<file path="src/rtl/hw_sw_mailbox.sv">
// rtl/hw_sw_mailbox.sv - double-buffered software-to-hardware port mailbox with frame-synced commit
// Optional feature macro: MAILBOX_FRAME_SYNC_EN (frame-synced staging; undefined => every request commits immediately)
module hw_sw_mailbox #(
  parameter int NUM_PORTS = 16,
  parameter int DATA_W    = 32,
  parameter int CNT_W     = 8
) (
  input  logic                        Clk,
  input  logic                        reset_n,
  input  logic                        frame_start,
  input  logic [1:0]                  to_hw_sig,
  output logic [1:0]                  to_sw_sig,
  input  logic [NUM_PORTS*DATA_W-1:0] sw_ports,
  output logic [NUM_PORTS*DATA_W-1:0] hw_ports,
  output logic                        commit_pulse,
  output logic [CNT_W-1:0]            overrun_cnt
);

  typedef enum logic {IDLE = 1'b0, ACK = 1'b1} state_t;

  state_t                      state, state_nxt;
  logic [NUM_PORTS*DATA_W-1:0] staged;
  logic                        pending;
  logic                        ack;
  logic                        do_capture;
  logic                        do_immediate;
  logic                        do_cancel;
  logic                        do_commit;

  always_ff @(posedge Clk or negedge reset_n) begin
    if (!reset_n) state <= IDLE;
    else          state <= state_nxt;
  end

  always_comb begin
    state_nxt = state;
    case (state)
      IDLE:    if (to_hw_sig != 2'b00) state_nxt = ACK;
      ACK:     if (to_hw_sig == 2'b00) state_nxt = IDLE;
      default: state_nxt = IDLE;
    endcase
  end

  // Commands are decoded only in IDLE; anything held during ACK is ignored.
  always_comb begin
    ack          = (state == ACK);
    do_capture   = 1'b0;
    do_immediate = 1'b0;
    do_cancel    = 1'b0;
    if (state == IDLE) begin
      case (to_hw_sig)
`ifdef MAILBOX_FRAME_SYNC_EN
        2'b01:   do_capture   = 1'b1;
`else
        2'b01:   do_immediate = 1'b1;
`endif
        2'b10:   do_immediate = 1'b1;
        2'b11:   do_cancel    = 1'b1;
        default: ;
      endcase
    end
  end

  // A cancel on the frame edge discards the staged set before it can commit.
  assign do_commit = pending && frame_start && !do_cancel;

  always_ff @(posedge Clk or negedge reset_n) begin
    if (!reset_n) begin
      staged       <= '0;
      hw_ports     <= '0;
      pending      <= 1'b0;
      commit_pulse <= 1'b0;
      overrun_cnt  <= '0;
    end else begin
      commit_pulse <= 1'b0;
      if (do_immediate) begin
        staged       <= sw_ports;
        hw_ports     <= sw_ports;
        pending      <= 1'b0;
        commit_pulse <= 1'b1;
      end else begin
        if (do_commit) begin
          hw_ports     <= staged;
          commit_pulse <= 1'b1;
        end
        if (do_capture) begin
          staged  <= sw_ports;
          pending <= 1'b1;
          // Only a set that is still uncommitted after this edge counts as lost.
          if (pending && !do_commit && (overrun_cnt != {CNT_W{1'b1}}))
            overrun_cnt <= overrun_cnt + CNT_W'(1);
        end else if (do_cancel || do_commit) begin
          pending <= 1'b0;
        end
      end
    end
  end

  assign to_sw_sig = {pending, ack};

endmodule

</file>
<file path="config.mk">
export PLATFORM = sky130hd
export DESIGN_NAME = hw_sw_mailbox
export DESIGN_NICKNAME = d
export VERILOG_FILES = /design/src/rtl/hw_sw_mailbox.sv
export SDC_FILE = /design/constraint.sdc
export NUM_CORES = 1
export LEC_CHECK = 0
export CELL_PAD_IN_SITES_DETAIL_PLACEMENT = 0
export CELL_PAD_IN_SITES_GLOBAL_PLACEMENT = 1
export CORE_AREA = 2 2 407 409
export DETAILED_ROUTE_END_ITERATION = 12
export DIE_AREA = 0 0 409 411
export MAX_ROUTING_LAYER = met4
export PLACE_DENSITY = 0.49
export SLEW_MARGIN = 40
export SYNTH_ARGS = -nofsm -noshare
export SYNTH_HDL_FRONTEND = slang
export SYNTH_SLANG_ARGS = --single-unit
export TNS_END_PERCENT = 1
</file>
<file path="constraint.sdc">
create_clock -name Clk -period 1.9 [get_ports Clk]
set_clock_uncertainty 0.2 [all_clocks]
set_input_delay 0.19 -clock Clk [delete_from_list [all_inputs] [get_ports Clk]]
set_output_delay 0.19 -clock Clk [all_outputs]
set_load 0.05 [all_outputs]
</file>
==> out/metrics.cfg <==
[clocking]
root_buffer=clkbuf_16
clk_pin_slew_ns=0.06
htreeDepth=3
cts_max_path_buffers=3
cts_buffers=73
cts_tree=done
cts_sinks=514
worst_skew_pair.late_latency_ns=0.67
post_cts.repair.setup_buffers=0

[finish]
mostFrequentLayoutCell=clkdlybuf4s50_1
layout_common_cells=clkdlybuf4s50_1 (514), dlygate4sd3_1 (507), dfrtp_1 (502)
syn_to_final_growth_pct=99.9
fin_util_pct=24.6
drive_gt1_share_pct=44.5
nNetsFinal=3252

[outcome]
status=complete, no violations

[drt]
routed.top_layer=met4
wl_met3_mm=9.74
via_per_inst=3.17
antenna_left=0
vias=15900
wl_met2_mm=54.9
wire_per_inst_um=21.5
dr.pass1.iters=4
drtIter0Drc=752
wl_met1_mm=40.1
drt-total-wl_mm=107
route.detailed.drc=0

[flow_run]
max_cap_viol_count=0

[pwr]
power_density_nw_per_um2=1270
irDropWorstVdd_uv=894
finalPower_w=0.0511
power.leakage_nw=17.9

[setup_path]
r2r_slack_ns=0.15
cp-start-kind=register
r2r_end=hw_ports[91]$_DFFE_PN0P_
end_kind=primary output
cp_cell_sequence=clkdlybuf4s18_2
path_max_fanout=2
path_buf_inv=1
worstSetupPathType=reg -> out
critical_path_required_ns=1.51
slowest_delay_ns=0.39
reg2reg_depth=4
r2r-start=ack$_DFF_PN0_
critical_path.slowest_cell=dfrtp_1
arrival_ns=1.42
cp_top_family=flip-flops

[grt]
grt_usage_pct=12.8
antenna_found_initial=43
grt_pass1_vias=17800
gr-total-overflow=0
grt_pass1_wl_mm=145
grt_max_degree=55

[logic_synthesis]
synthCells=1103
yosys.area.top_type=dfrtp_1
yosysWarnings=0
synth_area_leaders=dfrtp_1 (64%), mux2_4 (19%), mux2_2 (15%)
ys_ff_latch=514
syn_avg_cell_area_um2=18.3
synth-seq-area-share_pct=63.8
netlist_area_um2=20200
ys_types=10
synth_top_area_share_pct=63.8

[hold_path]
min_path_type=in -> reg
worstHoldPathCells=2
hold_path.startpoint=sw_ports[4]
holdPathEnd=hw_ports[4]$_DFFE_PN0P_

[timing]
finalCritPeriodShare_pct=95.3
worst_pin_slew_ns=0.604
fin_ws_ns=0.0889
relSlewSlack_pct=59.6
rsz0062_at_grt=no
setup_viol=0
maxSlewViolCount=0
max_freq_ghz=0.552
finalSetupTns_ns=0
finalCriticalPeriod_ns=1.81
hold_viol=0

[die]
die_w_um=409
num_rows=149
dieArea_um2=168000
io_pins=1040
core-area_um2=164000
initial_core_util_pct=12.3
die_y_um=411

[placement]
pre_cts_ws_ns=-0.550
dp_hpwl_mm=87.5
portBuffers=1029
place_congestion=0.809

-- power breakdown --
part	total (W)	internal [W]	leakage [nW]	switching, W
Sequential	0.0155	0.0136	6.05	0.00189
Clock	0.0144	0.00864	1.25	0.00578
Combinational	0.0212	0.00779	10.7	0.0134
Total	0.0511	0.0300	17.9	0.0211
-- stage by stage --
| stage | std cells | cell area, um2 | hold WS [ns] |
|---|---|---|---|
| final | 5001 | 40300 | 0.0513 |
| after global routing | 4994 | 40300 | 0.0102 |
| after CTS | 4980 | 40200 | 0.00331 |
| after detailed placement | 4341 | 32500 | 0.00647 |
| after global placement | 4341 | 32500 | 0.0125 |
| after floorplan | 1111 | 20200 | -0.306 |
-- final cells by class --
cell class | instances | area, um2
well taps | 2189 | 2740
diodes | 21 | 52.6
clock inverters | 30 | 418
clock buffers | 102 | 2110
fillers | 17300 | 124000
inverters | 4 | 15.0
repair buffers | 1618 | 15300
flip-flops and latches | 514 | 12900
multi-input cells | 523 | 6760
-- timing repair --
action                                  in CTS  in global routing
endpoints found under the hold margin     1019                  0
hold buffers                               507                  0
gates resized for setup                    244                  0
endpoints found under the setup margin      89                  0
-- metal layers --
layer	GRT usage, %	up-vias
met3	4.95	166
met5	-	-
li1	-	7156
met4	4.28	0
met2	21.6	633
met1	13.6	7921
-- Yosys cell counts (all sizes together) --
cell,number
inv,4
ha,1
dfrtp,514
conb,1
mux2,512
buf,70
nand2b,1
-- worst max-delay path by stage --
stage	from	endpoint	slack (ns)	cells after the start
global route	hw_ports[398]$_DFFE_PN0P_	hw_ports[398]	0.003	1
floorplan	to_hw_sig[0]	hw_ports[253]$_DFFE_PN0P_	0.20	8
global placement	to_hw_sig[0]	hw_ports[120]$_DFFE_PN0P_	-0.55	7
finish	hw_ports[347]$_DFFE_PN0P_	hw_ports[347]	0.09	1
CTS	hw_ports[347]$_DFFE_PN0P_	hw_ports[347]	0.0002	1
detailed placement	to_hw_sig[0]	hw_ports[91]$_DFFE_PN0P_	-0.55	7
-- logic make-up after synthesis --
family                     count (synthesis)  share of synthesized area, %
DFF                                      514                          63.8
and+or+nand+nor                            1                        0.0311
adders and majority gates                  1                        0.0621
muxes                                    512                          33.2
buffers and inverters                     74                          2.84
other                                      1                        0.0186
-- state kept, by name, indices dropped and copies added (netlist names) --
name,count
commit_pulse,1
hw_ports,512
ack,1
(Power assumes the default switching activity.)
